--- config.mk ---
export PLATFORM = sky130hd
export DESIGN_NAME = calc_sequencer_flat
export DESIGN_NICKNAME = d
export VERILOG_FILES = /design/src/rtl/calc_pkg.sv /design/src/rtl/calc_sequencer_if.sv /design/src/rtl/calc_sequencer_bcd_entry.sv /design/src/rtl/calc_sequencer.sv /design/src/flat_wrapper.sv
export SDC_FILE = /design/constraint.sdc
export NUM_CORES = 1
export LEC_CHECK = 0
export CAP_MARGIN = 20
export CORE_ASPECT_RATIO = 0.8
export CORE_UTILIZATION = 52
export CTS_BUF_LIST = sky130_fd_sc_hd__clkbuf_8 sky130_fd_sc_hd__clkbuf_16
export CTS_CLUSTER_SIZE = 8
export DETAILED_ROUTE_END_ITERATION = 10
export GPL_TIMING_DRIVEN = 0
export PLACE_DENSITY = 0.85
export REMOVE_ABC_BUFFERS = 1
export SETUP_SLACK_MARGIN = 0.02
export SLEW_MARGIN = 30
export SYNTH_ARGS = -nofsm -noshare
export SYNTH_HDL_FRONTEND = slang
export SYNTH_HIERARCHICAL = 1
export SYNTH_SLANG_ARGS = --single-unit
--- constraint.sdc ---
create_clock -name clock -period 4.4 [get_ports clock]
set_input_delay 0.88 -clock clock [delete_from_list [all_inputs] [get_ports clock]]
set_output_delay 0.88 -clock clock [all_outputs]
set_load 0.005 [all_outputs]
--- src/rtl/calc_pkg.sv ---
// Shared constants and state encoding for the keypad calculator sequencer.
package calc_pkg;

  localparam int DEFAULT_MAX_DIGITS  = 3;
  localparam int DEFAULT_ALU_TIMEOUT = 15;

  localparam logic [3:0] KEY_ADD       = 4'hA;
  localparam logic [3:0] KEY_SUB       = 4'hB;
  localparam logic [3:0] KEY_SIGN      = 4'hC;
  localparam logic [3:0] KEY_CLR_ENTRY = 4'hD;
  localparam logic [3:0] KEY_CLR_ALL   = 4'hE;
  localparam logic [3:0] KEY_EQ        = 4'hF;

  localparam logic [3:0] SIGN_POS = 4'h0;
  localparam logic [3:0] SIGN_NEG = 4'h1;

  localparam logic [7:0] ERR_VALUE = 8'h80;

  typedef enum logic [2:0] {
    ST_ENTER_A = 3'd0,
    ST_OP_WAIT = 3'd1,
    ST_ENTER_B = 3'd2,
    ST_EXEC    = 3'd3,
    ST_SHOW    = 3'd4,
    ST_ERROR   = 3'd5
  } calc_state_t;

  function automatic logic is_digit(input logic [3:0] key);
    return (key <= 4'd9);
  endfunction

endpackage

--- src/rtl/calc_sequencer_if.sv ---
// Start/done handshake and operand bus between the sequencer and the external ALU.
interface calc_sequencer_if;
  logic [7:0] op_a;
  logic [7:0] op_b;
  logic       alu_sub;
  logic       alu_start;
  logic       alu_done;
  logic [7:0] alu_result;
  logic       alu_ovf;

  modport master (
    output op_a, op_b, alu_sub, alu_start,
    input  alu_done, alu_result, alu_ovf
  );

  modport slave (
    input  op_a, op_b, alu_sub, alu_start,
    output alu_done, alu_result, alu_ovf
  );
endinterface

--- src/rtl/calc_sequencer_bcd_entry.sv ---
// bcd_entry_reg: signed BCD operand being typed, with digit limit, sign toggle and clear.
module bcd_entry_reg
  import calc_pkg::*;
#(
  parameter int MAX_DIGITS = DEFAULT_MAX_DIGITS
) (
  input  logic        clock,
  input  logic        reset,
  input  logic        shift_digit,
  input  logic        load_digit,
  input  logic        toggle_sign,
  input  logic        clear_entry,
  input  logic [3:0]  digit,
  output logic [15:0] bcd_out
);

  logic [1:0] count;

  // A load starts a fresh operand with one digit; leading zeros still use up a digit slot.
  always_ff @(posedge clock or negedge reset) begin
    if (!reset) begin
      bcd_out <= '0;
      count   <= '0;
    end else if (clear_entry) begin
      bcd_out <= '0;
      count   <= '0;
    end else if (load_digit) begin
      bcd_out <= {SIGN_POS, 8'h00, digit};
      count   <= 2'd1;
    end else if (shift_digit) begin
      if (count < 2'(MAX_DIGITS)) begin
        bcd_out[11:0] <= {bcd_out[7:0], digit};
        count         <= count + 2'd1;
      end
    end else if (toggle_sign) begin
      bcd_out[15:12] <= (bcd_out[15:12] == SIGN_NEG) ? SIGN_POS : SIGN_NEG;
    end
  end

endmodule

--- src/rtl/calc_sequencer.sv ---
// Keypad calculator control FSM: operand entry, one ALU add/sub, result hold.
// Define CALC_CHAIN_EN to let A/B in SHOW chain the held result into a new operation.
module calc_sequencer
  import calc_pkg::*;
#(
  parameter int MAX_DIGITS  = DEFAULT_MAX_DIGITS,
  parameter int ALU_TIMEOUT = DEFAULT_ALU_TIMEOUT
) (
  input  logic             clock,
  input  logic             reset,
  input  logic             key_valid,
  input  logic [3:0]       key_code,
  output logic [15:0]      bcd_out,
  input  logic [7:0]       bin_in,
  input  logic             bin_invalid,
  calc_sequencer_if.master alu,
  output logic [7:0]       result,
  output logic [2:0]       state_o,
  output logic             error
);

  localparam int TW = $clog2(ALU_TIMEOUT + 1);

  calc_state_t   state;
  logic [7:0]    result_q;
  logic [TW-1:0] timer;
  logic          key_digit;
  logic          key_op;
  logic          shift_digit;
  logic          load_digit;
  logic          toggle_sign;
  logic          clear_entry;

  assign key_digit = is_digit(key_code);
  assign key_op    = (key_code == KEY_ADD) || (key_code == KEY_SUB);
  assign state_o   = state;

  always_comb begin
    shift_digit = 1'b0;
    load_digit  = 1'b0;
    toggle_sign = 1'b0;
    clear_entry = 1'b0;
    if (key_valid) begin
      if (key_code == KEY_CLR_ALL) begin
        clear_entry = 1'b1;
      end else begin
        case (state)
          ST_ENTER_A, ST_ENTER_B: begin
            if (key_digit)                           shift_digit = 1'b1;
            else if (key_code == KEY_SIGN)           toggle_sign = 1'b1;
            else if (key_code == KEY_CLR_ENTRY)      clear_entry = 1'b1;
            else if (state == ST_ENTER_A && key_op)  clear_entry = 1'b1;
          end
          ST_OP_WAIT: begin
            if (key_digit) load_digit = 1'b1;
          end
          ST_SHOW: begin
            if (key_digit) load_digit = 1'b1;
`ifdef CALC_CHAIN_EN
            else if (key_op) clear_entry = 1'b1;
`endif
          end
          default: ;
        endcase
      end
    end
  end

  bcd_entry_reg #(.MAX_DIGITS(MAX_DIGITS)) u_entry (
    .clock       (clock),
    .reset       (reset),
    .shift_digit (shift_digit),
    .load_digit  (load_digit),
    .toggle_sign (toggle_sign),
    .clear_entry (clear_entry),
    .digit       (key_code),
    .bcd_out     (bcd_out)
  );

  // E overrides everything, including an alu_done in the same cycle.
  always_ff @(posedge clock or negedge reset) begin
    if (!reset) begin
      state         <= ST_ENTER_A;
      alu.op_a      <= '0;
      alu.op_b      <= '0;
      alu.alu_sub   <= 1'b0;
      alu.alu_start <= 1'b0;
      result_q      <= '0;
      error         <= 1'b0;
      timer         <= '0;
    end else begin
      alu.alu_start <= 1'b0;
      if (key_valid && key_code == KEY_CLR_ALL) begin
        state       <= ST_ENTER_A;
        alu.op_a    <= '0;
        alu.op_b    <= '0;
        alu.alu_sub <= 1'b0;
        result_q    <= '0;
        error       <= 1'b0;
        timer       <= '0;
      end else begin
        case (state)
          ST_ENTER_A: begin
            if (key_valid && key_op) begin
              if (bin_invalid) begin
                state <= ST_ERROR;
                error <= 1'b1;
              end else begin
                alu.op_a    <= bin_in;
                alu.alu_sub <= (key_code == KEY_SUB);
                state       <= ST_OP_WAIT;
              end
            end
          end
          ST_OP_WAIT: begin
            if (key_valid) begin
              if (key_digit)   state       <= ST_ENTER_B;
              else if (key_op) alu.alu_sub <= (key_code == KEY_SUB);
            end
          end
          ST_ENTER_B: begin
            if (key_valid && key_code == KEY_EQ) begin
              if (bin_invalid) begin
                state <= ST_ERROR;
                error <= 1'b1;
              end else begin
                alu.op_b      <= bin_in;
                alu.alu_start <= 1'b1;
                timer         <= '0;
                state         <= ST_EXEC;
              end
            end
          end
          // Timer counts the cycles since alu_start; the last allowed done cycle is ALU_TIMEOUT-1.
          ST_EXEC: begin
            if (alu.alu_done) begin
              result_q <= alu.alu_result;
              if (alu.alu_ovf) begin
                state <= ST_ERROR;
                error <= 1'b1;
              end else begin
                state <= ST_SHOW;
              end
            end else if (timer == TW'(ALU_TIMEOUT - 1)) begin
              state <= ST_ERROR;
              error <= 1'b1;
            end else begin
              timer <= timer + 1'b1;
            end
          end
          ST_SHOW: begin
            if (key_valid) begin
              if (key_digit) begin
                state <= ST_ENTER_A;
              end
`ifdef CALC_CHAIN_EN
              else if (key_op) begin
                alu.op_a    <= result_q;
                alu.alu_sub <= (key_code == KEY_SUB);
                state       <= ST_OP_WAIT;
              end
`endif
            end
          end
          ST_ERROR: ;
          default: begin
            state <= ST_ENTER_A;
            error <= 1'b0;
          end
        endcase
      end
    end
  end

  // While typing, the display follows the live conversion of the operand.
  always_comb begin
    case (state)
      ST_ENTER_A, ST_ENTER_B: result = bin_in;
      ST_ERROR:               result = ERR_VALUE;
      default:                result = result_q;
    endcase
  end

endmodule

--- src/flat_wrapper.sv ---
// flat-port wrapper written by rule: the top's interface ports become plain ports
module calc_sequencer_flat import calc_pkg::*;
#(
  parameter int MAX_DIGITS  = DEFAULT_MAX_DIGITS,
  parameter int ALU_TIMEOUT = DEFAULT_ALU_TIMEOUT
)
  (clock, reset, key_valid, key_code, bcd_out, bin_in, bin_invalid, result, state_o, error, alu_op_a, alu_op_b, alu_alu_sub, alu_alu_start, alu_alu_done, alu_alu_result, alu_alu_ovf);
  calc_sequencer_if alu_i ();
  input  logic clock;
  input  logic reset;
  input  logic key_valid;
  input  logic [3:0] key_code;
  output logic [15:0] bcd_out;
  input  logic [7:0] bin_in;
  input  logic bin_invalid;
  output logic [7:0] result;
  output logic [2:0] state_o;
  output logic error;
  output wire logic [$bits(alu_i.op_a)-1:0] alu_op_a;
  output wire logic [$bits(alu_i.op_b)-1:0] alu_op_b;
  output wire logic [$bits(alu_i.alu_sub)-1:0] alu_alu_sub;
  output wire logic [$bits(alu_i.alu_start)-1:0] alu_alu_start;
  input wire logic [$bits(alu_i.alu_done)-1:0] alu_alu_done;
  input wire logic [$bits(alu_i.alu_result)-1:0] alu_alu_result;
  input wire logic [$bits(alu_i.alu_ovf)-1:0] alu_alu_ovf;
  assign alu_op_a = alu_i.op_a;
  assign alu_op_b = alu_i.op_b;
  assign alu_alu_sub = alu_i.alu_sub;
  assign alu_alu_start = alu_i.alu_start;
  assign alu_i.alu_done = alu_alu_done;
  assign alu_i.alu_result = alu_alu_result;
  assign alu_i.alu_ovf = alu_alu_ovf;
  calc_sequencer #(.MAX_DIGITS(MAX_DIGITS), .ALU_TIMEOUT(ALU_TIMEOUT)) u_core (.clock(clock), .reset(reset), .key_valid(key_valid), .key_code(key_code), .bcd_out(bcd_out), .bin_in(bin_in), .bin_invalid(bin_invalid), .alu(alu_i), .result(result), .state_o(state_o), .error(error));
endmodule
==> impl_metrics.csv, run 1 <==
group,metric,value,unit
timing,fin_crit_sh,0.764,
timing,tightestPinTransition,949,ps
synthesis,yosys_register_bits,49,
timing,fin_tns_setup,0,ps
global_route,grt_max_degree,50,
place,port_buffers,68,
clock_network,cts_hold_buf,0,
setup_path,cp-end-kind,"flop",
detailed_routing,routed-via-count,2397,
worst_hold_path,min_to,"u_core/alu.op_b[4]$_DFFE_PN0P_",
die,dieArea,5390,um2
clock_network,clkLatencyLatePin,310,ps
clock_network,clock-sinks,49,
clock_network,clk_pin_slew,90,ps
clock_network,cts_root_buf,"clkbuf_8",
synthesis,ys_async_sr_fraction,1.00,
detailed_routing,drc_errors,0,
clock_network,cts_setup_buffers,0,
detailed_routing,wl_per_cell,16.0,um
timing,post-route-min-period,3360,ps
setup_path,crit_required,4620,ps
clock_network,cts.path.max_buffers,2,
setup_path,reg2reg_to,"u_core/u_entry/bcd_out[1]$_DFFE_PN0P_",
clock_network,numCtsBuffers,5,
timing,slew_headroom,0.368,
run_status,status,"finished, final reports clean",
synthesis,syn_area,2650,um2
worst_hold_path,hp-class,"flop to flop",
global_route,grt_usage,0.278,
setup_path,path_max_fanout,23,
setup_path,cp_top_family,"simple AND/OR/NAND/NOR gates",
cells_and_area,drive_gt1_frac,0.0653,
cells_and_area,nets,380,
synthesis,ys_seq_area_frac,0.463,
setup_path,crit_buf_inv,1,
synthesis,synth_top_area_frac,0.463,
synthesis,syn_area_per_cell,9.01,um2
pwr,p_leak,1.48,nW
setup_path,path_class,"input pin to flop",
synthesis,yosys.area.top_type,"dfrtp_1",
synthesis,synth_warnings,6,
timing,slew_violations,0,
die,ioPinCount,72,
cells_and_area,utilization,0.716,
setup_path,max_stage_delay,670,ps
detailed_routing,drt_pass1_iterations,4,
synthesis,syn_inst,294,
setup_path,slowest_stage,"nand2b_1",
die,initial_core_util,0.560,
detailed_routing,viasPerCell,5.82,
synthesis,synth_area_leaders,"dfrtp_1 46%, nand2_1 9.3%, a21oi_1 6.2%",
timing,max_freq,297,MHz
setup_path,crit_chain,"clkdlybuf4s50_1 > and4_4 > nand2b_1 > o21ai_0 > or2_1 > a21oi_1",
job,cap_violations,0,
die,die_h,65.9,um
detailed_routing,first_iter_violations,203,
clock_network,cts_tree,"done",
synthesis,yosys.cell_types.count,54,
detailed_routing,routed_wl,6590,um
timing,setup_viol,0,
cells_and_area,syn_to_final_growth,28.0,%
global_route,antenna_found_initial,0,
synthesis,synth_edf_count,0,
detailed_routing,postRouteAntennaNets,0,
timing,rsz0062_at_grt,"false",
setup_path,cp-start-kind,"input pin",
global_route,grt_pass1_vias,2292,
setup_path,rr_worst_depth,5,
timing,clock_skew,6.20,ps
global_route,grt_overflow,0,
setup_path,arrival,3590,ps
pwr,powerDensity,554,nW/um2
setup_path,rrSetupSlack,2250,ps
die,dieWidth,81.8,um
place,gp_congestion,0.912,
synthesis,ys.flop_type,"dfrtp_1",
clock_network,h-tree-depth,2,
die,fp.coreArea,4730,um2
cells_and_area,n_antenna_cell,0,
global_route,grt_pass1_wl,11100,um
setup_path,worstReg2RegStart,"u_core/state_o[0]$_DFFE_PN0P_",
timing,hold_violations,0,
place,dpl.hpwl,4590,um
clock_network,post_cts_resized,0,
worst_hold_path,whs_path_depth,2,
pwr,vdd_drop_max,0.000355,V
die,fp-row-count,22,
worst_hold_path,min-delay-start,"u_core/alu.op_b[4]$_DFFE_PN0P_",
## worst max path at each step
stage           startpoint                                     end  cells after the start
5_1_grt          key_valid   u_core/u_entry/bcd_out[6]$_DFFE_PN0P_                      6
3_5_place_dp     key_valid     u_core/u_entry/count[1]$_DFFE_PN0P_                      6
4_1_cts        key_code[1]  u_core/u_entry/bcd_out[11]$_DFFE_PN0P_                      6
3_3_place_gp     key_valid   u_core/u_entry/bcd_out[6]$_DFFE_PN0P_                      6
2_1_floorplan    key_valid  u_core/u_entry/bcd_out[10]$_DFFE_PN0P_                      5
6_report       key_code[1]  u_core/u_entry/bcd_out[11]$_DFFE_PN0P_                      6
## through the flow
stage	hold WS, ps	power (mW)	std cells	cell area [um2]	worst slack [ps]
final	501	1.88	412	3390	1040
after global routing	532	2.01	412	3390	824
after CTS	501	1.88	412	3390	1100
after detailed placement	481	1.55	404	3270	768
after global placement	473	1.51	404	3280	813
after floorplan	485	1.08	276	2520	1940
## tightest hold or removal path, delay by kind of cell (launching register included)
family           cells  cell delay, ps
flip-flops           1             350
AND/OR/NAND/NOR      2             120
## state kept, by name, summed over array words and instances, names as in the netlist, 2 cells and up
signal                  count
u_core/result_q             8
u_core/state_o              3
u_core/u_entry/bcd_out     13
u_core/timer                4
u_core/alu.op_a             8
u_core/alu.op_b             8
u_core/u_entry/count        2
## cell usage in the layout, fill, tap and decap left out, drive strengths merged, types with 5 or more instances in the layout
cell type	n
a21oi	33
clkbuf	6
clkdlybuf4s50	67
dfrtp	49
inv	18
mux2i	8
nand2	66
nand3	15
nand4	5
nor2	13
o21ai	11
o22ai	7
## metal layers
metal  track usage  wire length (um)
met3        0.0441               455
met2         0.431              3100
met4        0.0943                87
met5             0                 0
met1         0.394              2940
## synth_stat cells, types with 4 or more instances
cell type   n
nand3_1    14
inv_1      16
mux2i_1     8
o21ai_1     5
nor2_1     12
o21ai_0     5
o22ai_1     7
buf_2       7
nand4_1     5
a21oi_1    33
buf_6       4
dfrtp_1    49
nand2_1    66
buf_4       6
## power breakdown
part	leakage (nW)	internal [mW]	switching, mW
clock network	0.0626	0.183	0.150
registers	0.644	0.593	0.133
logic	0.770	0.451	0.369
total	1.48	1.23	0.653
## final cells by class
cell class                 instances  area [um2]
clock inverter                     2        33.8
timing repair buffer              68         678
sequential                        49        1230
clock buffer                       6        82.6
fill                             360        1340
tap                               60        75.1
multi-input combinational        210        1230
inverter                          17        63.8
## kinds of logic after synthesis
family | after synthesis | share of synthesized area
xor gates and xnor gates | 3 | 0.00992
muxes | 9 | 0.0345
and+or+nand+nor | 121 | 0.219
adders and majority gates | 3 | 0.0142
AOI/OAI and AO/OA | 71 | 0.183
DFF | 49 | 0.463
buffers and inverters | 37 | 0.0755
other | 1 | 0.00142
Power figures use the tool's default switching activity.
==> run 2: changes to the inputs <==
--- a/config.mk
+++ b/config.mk
@@ -7,12 +7,12 @@
 export LEC_CHECK = 0
 export CAP_MARGIN = 20
 export CORE_ASPECT_RATIO = 0.8
-export CORE_UTILIZATION = 52
+export CORE_UTILIZATION = 48
 export CTS_BUF_LIST = sky130_fd_sc_hd__clkbuf_8 sky130_fd_sc_hd__clkbuf_16
 export CTS_CLUSTER_SIZE = 8
 export DETAILED_ROUTE_END_ITERATION = 10
 export GPL_TIMING_DRIVEN = 0
-export PLACE_DENSITY = 0.85
+export PLACE_DENSITY = 0.8
 export REMOVE_ABC_BUFFERS = 1
 export SETUP_SLACK_MARGIN = 0.02
 export SLEW_MARGIN = 30
==> constraint.sdc (replaced) <==
create_clock -name clock -period 3.53 [get_ports clock]
set_input_delay 0.706 -clock clock [delete_from_list [all_inputs] [get_ports clock]]
set_output_delay 0.706 -clock clock [all_outputs]
set_load 0.005 [all_outputs]
==> run 2 against run 1 <==
Net effect: die area grew 8.1%; sequential power grew 24%; hold slack lost 100 ps; clock skew grew 1.9 ps; via count shrank 2.8%; count of clock-buffer cells in the layout shrank 1; power grew 23%; combinational power grew 23%; sequential share of layout area is essentially flat; flip-flop and latch count is the same; critical endpoint is now result[5]; largest power group unchanged.
==> impl_metrics.csv, run 2 (synthesized netlist as in run 1, its figures left out) <==
group,metric,value,unit
clock_network,clkLatencyLatePin,310,ps
clock_network,numCtsBuffers,5,
detailed_routing,met2WireLength,2790,um
detailed_routing,viasPerCell,5.63,
cells_and_area,fillers,425,
clock_network,clk_pin_slew,100,ps
timing,hold_violations,0,
place,gp_congestion,0.829,
global_route,grt_overflow,0,
timing,post-route-min-period,3000,ps
setup_path,cp-start-kind,"flop",
detailed_routing,routed.top_layer,"met4",
setup_path,crit_chain,"or2_1 > o22ai_1 > nor2_1 > clkdlybuf4s50_1",
die,ioPinCount,72,
timing,fin_tns_setup,0,ps
worst_hold_path,hp-class,"input pin to asynchronous set/reset pin",
detailed_routing,wl_per_cell,15.2,um
global_route,antenna_found_initial,0,
setup_path,arrival,2290,ps
detailed_routing,drc_errors,0,
detailed_routing,drt_pass1_iterations,5,
timing,clock_skew,8.09,ps
timing,fin_crit_sh,0.849,
die,initial_core_util,0.514,
setup_path,path_max_fanout,14,
detailed_routing,routed-via-count,2331,
global_route,grt_max_degree,50,
setup_path,cp_top_family,"flip-flops",
pwr,p_leak,1.47,nW
die,die_h,68.5,um
clock_network,clock-sinks,49,
clock_network,cts_setup_buffers,0,
global_route,grt_usage,0.230,
clock_network,post_cts_resized,0,
die,dieWidth,85.1,um
cells_and_area,stdcell_area,3390,um2
cells_and_area,n_antenna_cell,0,
clock_network,cts.path.max_buffers,2,
clock_network,cts_root_buf,"clkbuf_8",
timing,slew_violations,0,
setup_path,crit_buf_inv,1,
detailed_routing,met1_length,3050,um
timing,tightestPinTransition,675,ps
die,dieArea,5820,um2
timing,slew_headroom,0.550,
cells_and_area,mostFrequentLayoutCell,"clkdlybuf4s50_1",
timing,max_freq,334,MHz
cells_and_area,final_cell_mix,"67 x clkdlybuf4s50_1, 66 x nand2_1, 49 x dfrtp_1",
cells_and_area,syn_to_final_growth,28.0,%
clock_network,cts_tree,"done",
place,place_area,3280,um2
pwr,powerDensity,684,nW/um2
run_status,status,"finished, final reports clean",
detailed_routing,postRouteAntennaNets,0,
cells_and_area,top_register,"u_core/u_entry/bcd_out",
die,fp-row-count,23,
setup_path,slowest_stage,"dfrtp_1",
detailed_routing,routed_wl,6300,um
place,port_buffers,68,
setup_path,path_class,"flop to output port",
global_route,grt_pass1_wl,10200,um
detailed_routing,first_iter_violations,172,
setup_path,max_stage_delay,670,ps
place,dpl.hpwl,4300,um
timing,setup_viol,0,
clock_network,h-tree-depth,2,
cells_and_area,drive_gt1_frac,0.0710,
clock_network,cts_hold_buf,0,
die,fp.coreArea,5150,um2
global_route,grt_pass1_vias,2117,
job,cap_violations,0,
setup_path,crit_required,2820,ps
detailed_routing,wl_met3,393,um
timing,rsz0062_at_grt,"false",
cells_and_area,largest_register_ffs,13,
pwr,vdd_drop_max,0.000364,V
cells_and_area,nets,380,
setup_path,cp-end-kind,"output port",
run 2: metrics by stage:
step                hold slack, ps  worst slack, ps   util  std cells  power, mW
finish                         400              532  0.658        414       2.32
global route                   436              422  0.658        414       2.48
CTS                            417              356  0.658        414       2.33
detailed placement             480             6.15  0.636        406       1.91
global placement               474              121  0.637        406       1.89
floorplan                      410             1240      -        276       1.35
run 2: layout make-up:
cell class,instances,area (um2),area share
Clock buffer,5,68.8,0.0203
Tap cell,62,77.6,0.0229
Sequential cell,49,1230,0.361
Multi-Input combinational cell,210,1230,0.364
Clock inverter,3,43.8,0.0129
Inverter,17,63.8,0.0188
Timing Repair Buffer,68,678,0.200
run 2: final timing paths:
kind | startpoint | to | slack [ps] | cells past startpoint
max | u_core/state_o[0]$_DFFE_PN0P_ | result[5] | 530 | 4
min reg2reg | u_core/alu.op_b[1]$_DFFE_PN0P_ | u_core/alu.op_b[1]$_DFFE_PN0P_ | 500 | 2
max reg2reg | u_core/state_o[0]$_DFFE_PN0P_ | u_core/u_entry/bcd_out[6]$_DFFE_PN0P_ | 1400 | 5
min in group clock | u_core/alu.op_b[1]$_DFFE_PN0P_ | u_core/alu.op_b[1]$_DFFE_PN0P_ | 500 | 2
max in group asynchronous | reset | u_core/timer[3]$_DFFE_PN0P_ | 2710 | 1
min | reset | u_core/u_entry/bcd_out[9]$_DFFE_PN0P_ | 400 | 1
run 2: metal layers:
metal,vias up,global-route usage
li1,1133,-
met1,1111,0.323
met2,80,0.347
met3,7,0.0555
met4,0,0.0869
met5,-,0
run 2: power by group:
part | internal [mW] | leakage, nW | total [mW] | switching [mW]
clock | 0.212 | 0.0585 | 0.406 | 0.194
sequential | 0.739 | 0.644 | 0.901 | 0.162
combinational | 0.563 | 0.771 | 1.01 | 0.449
==> run 3: changes to the inputs <==
==> constraint.sdc (replaced) <==
create_clock -name clock -period 3.04 [get_ports clock]
set_input_delay 0.608 -clock clock [delete_from_list [all_inputs] [get_ports clock]]
set_output_delay 0.608 -clock clock [all_outputs]
set_load 0.005 [all_outputs]
==> run 3 against run 2 <==
Net effect: final area stayed put; critical endpoint unchanged; power grew 16%; largest power group unchanged; combinational power up 16%; sequential share of layout area stayed put; first-iteration DRC count fell by 3.5%; sequential power grew 17%; clock skew is essentially flat; hold slack got worse by 97 ps; via count fell by 0.39%.
==> impl_metrics.csv, run 3 (synthesized netlist as in run 1, its figures left out) <==
group,metric,value,unit
clock_network,clock-sinks,49,
setup_path,max_stage_delay,680,ps
timing,slew_violations,0,
detailed_routing,viasPerCell,5.61,
die,initial_core_util,0.514,
pwr,p_leak,1.47,nW
clock_network,cts_root_buf,"clkbuf_8",
setup_path,cp_top_family,"flip-flops",
cells_and_area,regArea,1230,um2
timing,fin_tns_setup,0,ps
cells_and_area,mostFrequentLayoutCell,"clkdlybuf4s50_1",
detailed_routing,wl_per_cell,15.2,um
place,port_buffers,68,
cells_and_area,nets,380,
die,dieWidth,85.1,um
timing,fin_crit_sh,0.954,
detailed_routing,routed-via-count,2322,
cells_and_area,utilization,0.658,
cells_and_area,multiInputGateArea,1230,um2
global_route,grt_overflow,0,
setup_path,path_class,"flop to output port",
die,dieArea,5820,um2
timing,post-route-min-period,2900,ps
die,fp.coreArea,5150,um2
clock_network,clkLatencyLatePin,310,ps
place,place_area,3280,um2
global_route,grt_pass1_vias,2117,
timing,setup_viol,0,
timing,tightestPinTransition,663,ps
place,dpl.hpwl,4300,um
clock_network,clk_pin_slew,100,ps
setup_path,path_max_fanout,14,
cells_and_area,largest_register_ffs,13,
clock_network,numCtsBuffers,5,
die,die_h,68.5,um
detailed_routing,routed_wl,6310,um
setup_path,crit_buf_inv,1,
timing,max_freq,345,MHz
global_route,grt_max_degree,50,
global_route,busiest_layer,"met2",
setup_path,slowest_stage,"dfrtp_1",
detailed_routing,drc_errors,0,
clock_network,cts_tree,"done",
global_route,gr-usage-met2,0.347,
timing,hold_violations,0,
cells_and_area,syn_to_final_growth,28.0,%
setup_path,arrival,2290,ps
die,fp-row-count,23,
timing,rsz0062_at_grt,"false",
setup_path,crit_required,2430,ps
pwr,powerDensity,794,nW/um2
cells_and_area,final_cell_mix,"67 x clkdlybuf4s50_1, 66 x nand2_1, 49 x dfrtp_1",
clock_network,h-tree-depth,2,
cells_and_area,drive_gt1_frac,0.0710,
cells_and_area,n_antenna_cell,0,
timing,slew_headroom,0.553,
timing,clock_skew,7.96,ps
place,gp_congestion,0.829,
worst_hold_path,hp-class,"input pin to asynchronous set/reset pin",
pwr,total_power,2.69,mW
detailed_routing,drt_pass1_iterations,5,
detailed_routing,postRouteAntennaNets,0,
cells_and_area,fillers,425,
die,ioPinCount,72,
setup_path,cp-start-kind,"flop",
pwr,vdd_drop_max,0.000423,V
run_status,status,"finished, final reports clean",
job,cap_violations,0,
clock_network,cts.path.max_buffers,2,
clock_network,cts_hold_buf,0,
global_route,grt_usage,0.230,
global_route,antenna_found_initial,0,
global_route,grt_pass1_wl,10300,um
setup_path,crit_chain,"or2_1 > o22ai_1 > nor2_1 > clkdlybuf4s50_1",
global_route,use_met1,0.324,
cells_and_area,top_register,"u_core/u_entry/bcd_out",
timing,whs,303,ps
setup_path,cp-end-kind,"output port",
detailed_routing,first_iter_violations,166,
cells_and_area,stdcell_area,3390,um2
global_route,use_met3,0.0555,
run 3: path summary, 6_finish.rpt:
check / start / to / slack [ps] / cells after the start
worst max-delay path: u_core/state_o[0]$_DFFE_PN0P_ / result[5] / 140 / 4
worst min-delay path: reset / u_core/u_entry/bcd_out[9]$_DFFE_PN0P_ / 300 / 1
min in group clock: u_core/alu.op_b[1]$_DFFE_PN0P_ / u_core/alu.op_b[1]$_DFFE_PN0P_ / 500 / 2
max in group asynchronous: reset / u_core/timer[3]$_DFFE_PN0P_ / 2320 / 1
worst min register to register: u_core/alu.op_b[1]$_DFFE_PN0P_ / u_core/alu.op_b[1]$_DFFE_PN0P_ / 500 / 2
worst max register to register: u_core/state_o[0]$_DFFE_PN0P_ / u_core/u_entry/bcd_out[6]$_DFFE_PN0P_ / 890 / 5
run 3: layout make-up:
cell class,count,area share
clock inverter,3,0.0129
timing repair buffer,68,0.200
tap,62,0.0229
clock buffer,5,0.0203
multi-input combinational,210,0.364
inverter,17,0.0188
sequential,49,0.361
run 3: repair_timing:
action / CTS / global route
setup buffers: 0 / 0
endpoints found under the setup margin: 10 / 0
resized for setup: 1 / 0
run 3: worst reg2reg max path: cells and delay by family, from the launching register on:
family | cells | cell delay, ps
DFF | 1 | 580
and+or+nand+nor | 3 | 790
AOI/OAI and AO/OA | 2 | 670
run 3: power by group:
part	switching, mW	internal [mW]
Clock	0.224	0.247
Combinational	0.521	0.653
Sequential	0.189	0.858
run 3: metal layers:
metal,routed length (um),vias up
li1,-,1132
met1,3040,1098
met2,2780,83
met3,407,9
met4,82,0
met5,0,-
run 3: metrics by stage:
| stage | std cells | setup slack (ps) |
|---|---|---|
| after global placement | 406 | -271 |
| after detailed placement | 406 | -386 |
| after CTS | 414 | 169 |
| final | 414 | 140 |
| after floorplan | 276 | 849 |
| after global routing | 414 | 30.3 |
